## src/rtl/mips_ctrl_pkg.sv

```systemverilog
// rtl/mips_ctrl_pkg.sv - shared state, opcode, funct and mux encodings for the MIPS controllers
package mips_ctrl_pkg;

    typedef enum logic [3:0] {
        S_HALT,
        S_FETCH,
        S_DECODE,
        S_MEMADR,
        S_MEMRD,
        S_MEMWB,
        S_MEMWR,
        S_EXEC,
        S_ALUWB,
        S_BRANCH,
        S_ADDIEX,
        S_ADDIWB,
        S_JUMP,
        S_ERROR
    } state_t;

    localparam logic [5:0] OP_RTYPE = 6'b000000;
    localparam logic [5:0] OP_LW    = 6'b100011;
    localparam logic [5:0] OP_SW    = 6'b101011;
    localparam logic [5:0] OP_BEQ   = 6'b000100;
    localparam logic [5:0] OP_ADDI  = 6'b001000;
    localparam logic [5:0] OP_J     = 6'b000010;

    localparam logic [5:0] FUNCT_ADD = 6'b100000;
    localparam logic [5:0] FUNCT_SUB = 6'b100010;
    localparam logic [5:0] FUNCT_AND = 6'b100100;
    localparam logic [5:0] FUNCT_OR  = 6'b100101;
    localparam logic [5:0] FUNCT_SLT = 6'b101010;

    localparam logic [2:0] ALU_AND = 3'b000;
    localparam logic [2:0] ALU_OR  = 3'b001;
    localparam logic [2:0] ALU_ADD = 3'b010;
    localparam logic [2:0] ALU_SUB = 3'b110;
    localparam logic [2:0] ALU_SLT = 3'b111;

    localparam logic [1:0] ALUOP_ADD   = 2'b00;
    localparam logic [1:0] ALUOP_SUB   = 2'b01;
    localparam logic [1:0] ALUOP_FUNCT = 2'b10;

    localparam logic [1:0] SRCB_B      = 2'b00;
    localparam logic [1:0] SRCB_FOUR   = 2'b01;
    localparam logic [1:0] SRCB_IMM    = 2'b10;
    localparam logic [1:0] SRCB_IMM_SH = 2'b11;

    localparam logic [1:0] PCSRC_ALU    = 2'b00;
    localparam logic [1:0] PCSRC_ALUOUT = 2'b01;
    localparam logic [1:0] PCSRC_JUMP   = 2'b10;

endpackage

```

## src/rtl/alu_decoder.sv

```systemverilog
// rtl/alu_decoder.sv - maps (aluop, funct) to the 3-bit ALU control code
module alu_decoder
    import mips_ctrl_pkg::*;
(
    input  logic [1:0] aluop_i,
    input  logic [5:0] funct_i,
    output logic [2:0] alucontrol_o
);

    always_comb begin
        alucontrol_o = ALU_ADD;
        case (aluop_i)
            ALUOP_SUB: alucontrol_o = ALU_SUB;
            ALUOP_FUNCT: begin
                case (funct_i)
                    FUNCT_ADD: alucontrol_o = ALU_ADD;
                    FUNCT_SUB: alucontrol_o = ALU_SUB;
                    FUNCT_AND: alucontrol_o = ALU_AND;
                    FUNCT_OR:  alucontrol_o = ALU_OR;
                    FUNCT_SLT: alucontrol_o = ALU_SLT;
                    // unknown R-type functions execute as ADD rather than trapping
                    default:   alucontrol_o = ALU_ADD;
                endcase
            end
            default: alucontrol_o = ALU_ADD;
        endcase
    end

endmodule

```

## src/rtl/mips_multicycle_control.sv

```systemverilog
// rtl/mips_multicycle_control.sv - multi-cycle MIPS control FSM; ILLEGAL_TRAP_EN traps unknown opcodes
module mips_multicycle_control
    import mips_ctrl_pkg::*;
#(
    parameter int MEM_TIMEOUT    = 0,
    parameter bit RESET_TO_FETCH = 1'b1
) (
    input  logic       clk_i,
    input  logic       reset_ni,
    input  logic       start_i,
    input  logic [5:0] op_i,
    input  logic [5:0] funct_i,
    input  logic       zero_i,
    input  logic       mem_ready_i,
    output logic       mem_req_o,
    output logic       memwrite_o,
    output logic       iord_o,
    output logic       irwrite_o,
    output logic       pcen_o,
    output logic       regwrite_o,
    output logic       regdst_o,
    output logic       memtoreg_o,
    output logic       alusrca_o,
    output logic [1:0] alusrcb_o,
    output logic [1:0] pcsrc_o,
    output logic [2:0] alucontrol_o,
    output logic       instr_done_o,
    output logic       error_o
);

    localparam int     CW          = (MEM_TIMEOUT > 0) ? $clog2(MEM_TIMEOUT + 1) : 1;
    localparam state_t RESET_STATE = RESET_TO_FETCH ? S_FETCH : S_HALT;

    state_t          state_q, state_d;
    logic [CW-1:0]   tmo_q, tmo_d;

    logic       mem_req, memwrite, iord, irwrite, pcwrite, branch;
    logic       regwrite, regdst, memtoreg, alusrca, alu_en, instr_done;
    logic [1:0] alusrcb, pcsrc, aluop;
    logic [2:0] alu_dec;

    alu_decoder u_alu_decoder (
        .aluop_i      (aluop),
        .funct_i      (funct_i),
        .alucontrol_o (alu_dec)
    );

    always_ff @(posedge clk_i or negedge reset_ni) begin
        if (!reset_ni) begin
            state_q <= RESET_STATE;
            tmo_q   <= '0;
        end else begin
            state_q <= state_d;
            tmo_q   <= tmo_d;
        end
    end

    always_comb begin
        state_d    = state_q;
        tmo_d      = '0;
        mem_req    = 1'b0;
        memwrite   = 1'b0;
        iord       = 1'b0;
        irwrite    = 1'b0;
        pcwrite    = 1'b0;
        branch     = 1'b0;
        regwrite   = 1'b0;
        regdst     = 1'b0;
        memtoreg   = 1'b0;
        alusrca    = 1'b0;
        alusrcb    = SRCB_B;
        pcsrc      = PCSRC_ALU;
        aluop      = ALUOP_ADD;
        alu_en     = 1'b0;
        instr_done = 1'b0;

        case (state_q)
            S_HALT: if (start_i) state_d = S_FETCH;
            S_FETCH: begin
                mem_req = 1'b1;
                alusrcb = SRCB_FOUR;
                alu_en  = 1'b1;
                if (mem_ready_i) begin
                    irwrite = 1'b1;
                    pcwrite = 1'b1;
                    state_d = S_DECODE;
                end
            end
            S_DECODE: begin
                // precompute the branch target into ALUOut while the opcode is decoded
                alusrcb = SRCB_IMM_SH;
                alu_en  = 1'b1;
                case (op_i)
                    OP_LW, OP_SW: state_d = S_MEMADR;
                    OP_RTYPE:     state_d = S_EXEC;
                    OP_BEQ:       state_d = S_BRANCH;
                    OP_ADDI:      state_d = S_ADDIEX;
                    OP_J:         state_d = S_JUMP;
                    default: begin
`ifdef ILLEGAL_TRAP_EN
                        state_d = S_ERROR;
`else
                        instr_done = 1'b1;
                        state_d    = S_FETCH;
`endif
                    end
                endcase
            end
            S_MEMADR: begin
                alusrca = 1'b1;
                alusrcb = SRCB_IMM;
                alu_en  = 1'b1;
                state_d = (op_i == OP_SW) ? S_MEMWR : S_MEMRD;
            end
            S_MEMRD: begin
                mem_req = 1'b1;
                iord    = 1'b1;
                if (mem_ready_i) state_d = S_MEMWB;
            end
            S_MEMWB: begin
                regwrite   = 1'b1;
                memtoreg   = 1'b1;
                instr_done = 1'b1;
                state_d    = S_FETCH;
            end
            S_MEMWR: begin
                mem_req  = 1'b1;
                memwrite = 1'b1;
                iord     = 1'b1;
                if (mem_ready_i) begin
                    instr_done = 1'b1;
                    state_d    = S_FETCH;
                end
            end
            S_EXEC: begin
                alusrca = 1'b1;
                aluop   = ALUOP_FUNCT;
                alu_en  = 1'b1;
                state_d = S_ALUWB;
            end
            S_ALUWB: begin
                regwrite   = 1'b1;
                regdst     = 1'b1;
                instr_done = 1'b1;
                state_d    = S_FETCH;
            end
            S_BRANCH: begin
                alusrca    = 1'b1;
                aluop      = ALUOP_SUB;
                alu_en     = 1'b1;
                branch     = 1'b1;
                pcsrc      = PCSRC_ALUOUT;
                instr_done = 1'b1;
                state_d    = S_FETCH;
            end
            S_ADDIEX: begin
                alusrca = 1'b1;
                alusrcb = SRCB_IMM;
                alu_en  = 1'b1;
                state_d = S_ADDIWB;
            end
            S_ADDIWB: begin
                regwrite   = 1'b1;
                instr_done = 1'b1;
                state_d    = S_FETCH;
            end
            S_JUMP: begin
                pcwrite    = 1'b1;
                pcsrc      = PCSRC_JUMP;
                instr_done = 1'b1;
                state_d    = S_FETCH;
            end
            S_ERROR: state_d = S_ERROR;
            default: state_d = S_ERROR;
        endcase

        // counts consecutive unanswered request cycles; a ready cycle clears it
        if (MEM_TIMEOUT > 0 && mem_req && !mem_ready_i) begin
            tmo_d = tmo_q + 1'b1;
            if (tmo_d == CW'(MEM_TIMEOUT)) state_d = S_ERROR;
        end
    end

    // outputs are forced low while reset is held so an in-flight access is dropped at once
    assign mem_req_o    = reset_ni & mem_req;
    assign memwrite_o   = reset_ni & memwrite;
    assign iord_o       = reset_ni & iord;
    assign irwrite_o    = reset_ni & irwrite;
    assign pcen_o       = reset_ni & (pcwrite | (branch & zero_i));
    assign regwrite_o   = reset_ni & regwrite;
    assign regdst_o     = reset_ni & regdst;
    assign memtoreg_o   = reset_ni & memtoreg;
    assign alusrca_o    = reset_ni & alusrca;
    assign alusrcb_o    = {2{reset_ni}} & alusrcb;
    assign pcsrc_o      = {2{reset_ni}} & pcsrc;
    assign alucontrol_o = {3{reset_ni & alu_en}} & alu_dec;
    assign instr_done_o = reset_ni & instr_done;
    assign error_o      = reset_ni & (state_q == S_ERROR);

endmodule

```

## config.mk

```make
export PLATFORM = sky130hd
export DESIGN_NAME = mips_multicycle_control
export DESIGN_NICKNAME = d
export VERILOG_FILES = /design/src/rtl/mips_ctrl_pkg.sv /design/src/rtl/alu_decoder.sv /design/src/rtl/mips_multicycle_control.sv
export SDC_FILE = /design/constraint.sdc
export NUM_CORES = 1
export LEC_CHECK = 0
export CAP_MARGIN = 20
export CORE_MARGIN = 2
export CORE_UTILIZATION = 34
export DETAILED_ROUTE_END_ITERATION = 8
export PLACE_DENSITY = 0.69
export SYNTH_ARGS = -nofsm -noshare
export SYNTH_HDL_FRONTEND = slang
export SYNTH_SLANG_ARGS = --single-unit
```

## constraint.sdc

```tcl
create_clock -name clk_i -period 2.5 [get_ports clk_i]
set_input_delay 0.5 -clock clk_i [delete_from_list [all_inputs] [get_ports clk_i]]
set_output_delay 0.5 -clock clk_i [all_outputs]
set_load 0.005 [all_outputs]
```

== Word level (Yosys, flattened, before mapping) ==
Index checks and enable logic that the tools add are counted.

* Logic and storage cells: 84
* Input bits: 17
* Output and inout bits: 18
* Flip-flop bits (word level): 4

* Bitwise operators: 17
* Equality and inequality tests: 28
* Mux-type cells: 26
* Reduce and logical (&&, ||, !) cells: 12

{| class="wikitable"
|+ Operators by type and width
! cell !! number
|-
| 6-bit == test, second input constant || 6
|-
| 4-bit case mux with 9 select lines || 1
|-
| 4-bit == test, second input constant || 6
|-
| 4-bit case mux with 5 select lines || 1
|-
| 4-bit by 3-bit == test with 1-bit output, second input constant || 4
|-
| 4-bit 2-to-1 mux || 4
|-
| 1-bit bitwise AND || 13
|-
| 1-bit 2-to-1 mux || 12
|-
| 3-bit case mux with 4 select lines || 1
|-
| 6-bit OR reduction || 2
|-
| 4-bit by 2-bit == test with 1-bit output, second input constant || 2
|-
| 2-bit != test, second input constant || 4
|-
| 2-bit case mux with 2 select lines || 2
|-
| 6-bit by 2-bit == test with 1-bit output, second input constant || 1
|-
| 6-bit by 3-bit == test with 1-bit output, second input constant || 1
|-
| 6-bit by 4-bit == test with 1-bit output, second input constant || 1
|-
| 6-bit zero test || 1
|-
| 2-bit case mux with 3 select lines || 1
|-
| 3-bit case mux with 2 select lines || 1
|-
| 2-bit OR reduction || 3
|-
| 3-bit OR reduction || 2
|-
| 5-bit OR reduction || 1
|-
| 2-bit bitwise AND || 2
|-
| 4-bit by 1-bit == test with 1-bit output, second input constant || 1
|-
| 10 further kinds || 10
|}

== Depth between registers and ports, before layout ==
Gate-level depths: netlist of the first run.

* Depth after elaboration: 5
* Depth in mapped cells: 9
* Depth with buffers taken out: 7

== Hierarchy ==
From an unflattened synthesis of the first run, not the netlist that was laid out.

* Cells, all modules: 129
* Area total of the unflattened synthesis: 852.1 sq um

{| class="wikitable"
|+ Modules (own cells, without submodules)
! module !! times used !! area each (sq um) !! seq. area each (sq um) !! cells each
|-
| mips_multicycle_control || 1 || 733.2 || 101.3 || 114
|-
| alu_decoder || 1 || 118.9 || 0.0 || 15
|}

== Worst setup path before layout of the first run ==
Ideal clock, no wire load.

* Path type: reg2out
* From: register state_q[0]
* To: output port alucontrol_o[1]
* Required time: 2000 ps
* Path buffers: 1
* Setup slack: 225 ps
* Data arrival time: 1775 ps
* Stages on the path, launching flop included: 9
* Path through: dfstp_2 -> buf_2 -> nand2_1 -> or2_1 -> inv_2 -> ha_1 -> and3b_1 -> a31oi_1 -> a311oi_1

* Cells in the longest elaborated chain, start to end: 5
* Elaborated cells on any way between the ends: 14
* Classes of those cells: eq/ne: 8; mux: 3; bitwise: 2; reduce/logical: 1

{| class="wikitable"
|+ RTL lines
! element !! line !! source
|-
| start: declaration || mips_multicycle_control.sv:34 || <nowiki>state_t state_q, state_d;</nowiki>
|-
| start signal: assignment || mips_multicycle_control.sv:53 || <nowiki>state_q <= state_d;</nowiki>
|-
| 4-bit == test (tied with other cells) || mips_multicycle_control.sv:77 || <nowiki>case (state_q)</nowiki>
|-
| 2-bit case mux with 2 select lines / 6-bit OR reduction (equally long branches) || -- ||
|-
| 2-bit == test (tied with other cells) || alu_decoder.sv:12 || <nowiki>case (aluop_i)</nowiki>
|-
| 3-bit case mux with 2 select lines / 1-bit bitwise AND (equally long branches) || alu_decoder.sv:12, mips_multicycle_control.sv:196 ||
|-
| 3-bit bitwise AND (*) || mips_multicycle_control.sv:196 || <nowiki>assign alucontrol_o = {3{reset_ni & alu_en}} & alu_dec;</nowiki>
|-
| end: declaration || mips_multicycle_control.sv:26 || <nowiki>output logic [2:0] alucontrol_o,</nowiki>
|}

Mark *: on every way between the ends. The rest lies on a longest branch, timed or not.

== Worst setup path in the final report of the first run ==
Same ends and word-level chain as after synthesis.

==> results of run 1 <==
power by group through the flow:
stage | combinational (mW) | sequential, mW | clock [mW]
after floorplan | 0.447 | 0.119 | 0
after global placement | 0.776 | 0.120 | 0
after global routing | 0.942 | 0.126 | 0.0944
after CTS | 0.843 | 0.121 | 0.0904
after detailed placement | 0.797 | 0.121 | 0
final | 0.859 | 0.121 | 0.0871
worst min path at each step:
stage	start	end	slack (ns)	cells after the start
floorplan	reset_ni	state_q[1]	0.20	0
global placement	state_q[0]	state_q[2]	0.74	3
detailed placement	state_q[0]	state_q[2]	0.76	3
CTS	reset_ni	state_q[3]	0.37	2
global route	reset_ni	state_q[3]	0.39	2
finish	reset_ni	state_q[3]	0.38	2
layout by cell type, fill, tap and decap left out, types with 2 or more instances in the layout:
master            n
clkdlybuf4s50_1  19
o21bai_1          2
nand2_1           6
dlymetal6s2s_1    5
o211ai_1          2
nor3b_1           2
nor2_1           13
nor2b_1           4
a211oi_1          2
nor4bb_1          6
buf_4            29
buf_2             2
clkbuf_4          3
and2_1            2
a21oi_1           6
o2111ai_1         2
nor3_1            4
nor4_2            2
and3b_1           2
dlygate4sd2_1     7
o21ai_1           2
o21ai_0           3
inv_1             6
nand2b_1          5
dfrtp_1           3
layer usage:
layer | vias to the layer above | part of all wire (%) | global-route usage, % | wire (µm)
li1 | 556 | - | - | -
met1 | 555 | 40 | 23.49 | 1145
met2 | 45 | 54 | 43.50 | 1554
met3 | 2 | 5.7 | 3.056 | 165
met4 | 0 | 0.66 | 8.120 | 19
met5 | - | 0 | 0 | 0
through the flow:
stage                     setup WS (ns)  hold WS [ns]   TNS [ns]  std cells
final                           0.06527        0.3837          0        206
after global routing           -0.02406        0.3882   -0.03177        206
after CTS                     -0.003558        0.3740  -0.003558        205
after detailed placement        -0.2641        0.7557     -1.714        197
after global placement          -0.1894        0.7377     -1.260        197
after floorplan                  0.2255        0.2044          0        117
final cells by class:
cell class | instances | share of cell area [%]
Multi-Input combinational cell | 97 | 48.80
Timing Repair Buffer | 64 | 38.12
Sequential cell | 4 | 6.923
Tap cell | 30 | 2.564
Clock buffer | 4 | 1.795
Inverter | 7 | 1.795
what timing repair did:
action,in CTS,in global routing
pin swaps,6,2
resized for setup,26,8
setup endpoints to repair,15,9
buffers inserted,4,1
kinds of logic after synthesis:
family                     count (synthesis)  share of synthesized area, %
AOI/OAI and AO/OA                         31                         27.42
xor gates and xnor gates                   2                         2.087
adders and majority gates                  2                         2.980
buffers and inverters                     16                         8.493
DFF                                        4                         12.07
muxes                                      1                         1.192
and+or+nand+nor                           61                         45.75
==> results.json, run 1 <==
{
  "outcome": "finished clean",
  "powerDensity_nw_per_um2": 728.8,
  "power_frac_comb_pct": 80.5,
  "fin_skew_ns": 0.004215,
  "hp-class": "primary input to async pin",
  "ys_async_sr_fraction_pct": 100.0,
  "slowest_delay_ns": 0.54,
  "rsz0062_at_grt": "yes",
  "endpoint": "alucontrol_o[1]",
  "power_mw": 1.067,
  "core_area_um2": 2410,
  "final_hold_viol_count": 0,
  "place_congestion": 0.8105,
  "critPathLaunch": "state_q[0]",
  "num-nets-final": 196,
  "cts_buffers": 3,
  "critical_path_buf_inv_count": 2,
  "crit_arrival_ns": 1.93,
  "cp_cell_sequence": "nand2_1, or2_4, inv_2, ha_2, and3b_1, a31oi_1, a311oi_1, buf_2",
  "fill_cells": 216,
  "p_sw_mw": 0.4523,
  "clockBufferDepth": 2,
  "largest_reg_flops": 4,
  "die_h_um": 53.69,
  "max_freq_mhz": 410.7,
  "postCtsHoldBufs": 0,
  "synth_top_cells_by_area": "dfrtp_1 8.9%, nor4bb_1 7.2%, nor2_1 6.3%",
  "drv_cap": 0,
  "synthesis.nets": 136,
  "ys_types": 54,
  "fp.dieArea_um2": 2883,
  "p_clk_share_pct": 8.2,
  "clk_pin_slew_ns": 0.04,
  "io_buffers": 34,
  "place_area_um2": 1360,
  "yosys_warnings": 0,
  "cp-end-kind": "output port",
  "r2r_end": "state_q[1]",
  "p_seq_share_pct": 11.3,
  "drt-pass1-iter-count": 6,
  "crit_type": "flip-flop to output port",
  "pin_count": 35,
  "synthMostInstantiatedCell": "nor2_1",
  "cp_num_cells": 8,
  "grt.overflow.total": 0,
  "cts_tree": "yes",
  "num_antenna_cells": 0,
  "multi_input_area_um2": 714.4,
  "yosys.area.top_type_share_pct": 8.942,
  "grt_util_all_layers_pct": 22.20,
  "grt_pass1_vias": 1140,
  "synthToLayoutAreaGrowth_pct": 74.37,
  "r2r_slack_ns": 0.99,
  "wirelength_um": 2885,
  "synth-main-ff-cell": "dfrtp_1",
  "synth_top_cell_by_area": "dfrtp_1",
  "top_register": "state_q",
  "routed_via_density": 5.621,
  "die_w_um": 53.69,
  "crit_family": "flip-flops",
  "largest_registers": "state_q x4",
  "timing.rr.start": "state_q[3]",
  "synth-edff-count": 0,
  "avgSynthCellArea_um2": 7.176,
  "start_kind": "flip-flop",
  "syn_inst": 117,
  "setup_viol": 0,
  "drive_above_1_share_pct": 28.41,
  "grt_pass1_wl_um": 4802,
  "synth_area_um2": 839.6,
  "first_iter_violations": 31,
  "cp.required_ns": 2.00,
  "synth_common_cells": "14 x nor2_1, 6 x a21oi_1, 6 x inv_1, 6 x nand2_1, 6 x nor4bb_1",
  "slew_viol_final": 0,
  "p_int_mw": 0.6145,
  "vias": 1158,
  "clk_latency_ns": 0.23,
  "cp_slowest_cell": "dfstp_2",
  "num_rows": 18,
  "period_share_pct": 97.39,
  "p_leak_nw": 0.6910,
  "grt_max_degree": 16,
  "seq_area_um2": 101.3,
  "crit_fanout": 4,
  "final_util_pct": 60.75,
  "grt_antenna_before_repair": 0,
  "rr_worst_depth": 6,
  "drtAntennaViolNets": 0,
  "p_sw_share_pct": 42.40,
  "slew_headroom_pct": 77.57,
  "final_area_um2": 1464,
  "start_util_pct": 34.84,
  "ys_ff_latch": 4,
  "cts-root-buf": "clkbuf_4",
  "ir_drop_mv": 0.5484,
  "ys_seq_area_share_pct": 12.07,
  "hpwl_um": 2119,
  "period_needed_ns": 2.435,
  "drc": 0,
  "cts.sinks": 4,
  "cts_htree_levels": 1,
  "worst_pin_slew_ns": 0.3321,
  "detail_route.wl_per_cell_um": 14.00
}
No activity file was read; power rests on OpenSTA's default activity.
==> run 2: changes to the inputs <==
--- a/config.mk
+++ b/config.mk
@@ -8,6 +8,7 @@
 export CAP_MARGIN = 20
 export CORE_MARGIN = 2
 export CORE_UTILIZATION = 34
+export CTS_CLUSTER_SIZE = 16
 export DETAILED_ROUTE_END_ITERATION = 8
 export PLACE_DENSITY = 0.69
 export SYNTH_ARGS = -nofsm -noshare
==> results of run 2 <==
No change in the layout: final DEF, timing and power equal those of run 1.
==> run 3: changes to the inputs <==
--- a/config.mk
+++ b/config.mk
@@ -5,6 +5,7 @@
 export SDC_FILE = /design/constraint.sdc
 export NUM_CORES = 1
 export LEC_CHECK = 0
+export ABC_CLOCK_PERIOD_IN_PS = 2500
 export CAP_MARGIN = 20
 export CORE_MARGIN = 2
 export CORE_UTILIZATION = 34
==> results of run 3 <==
No change in the layout: final DEF, timing and power equal those of run 1.
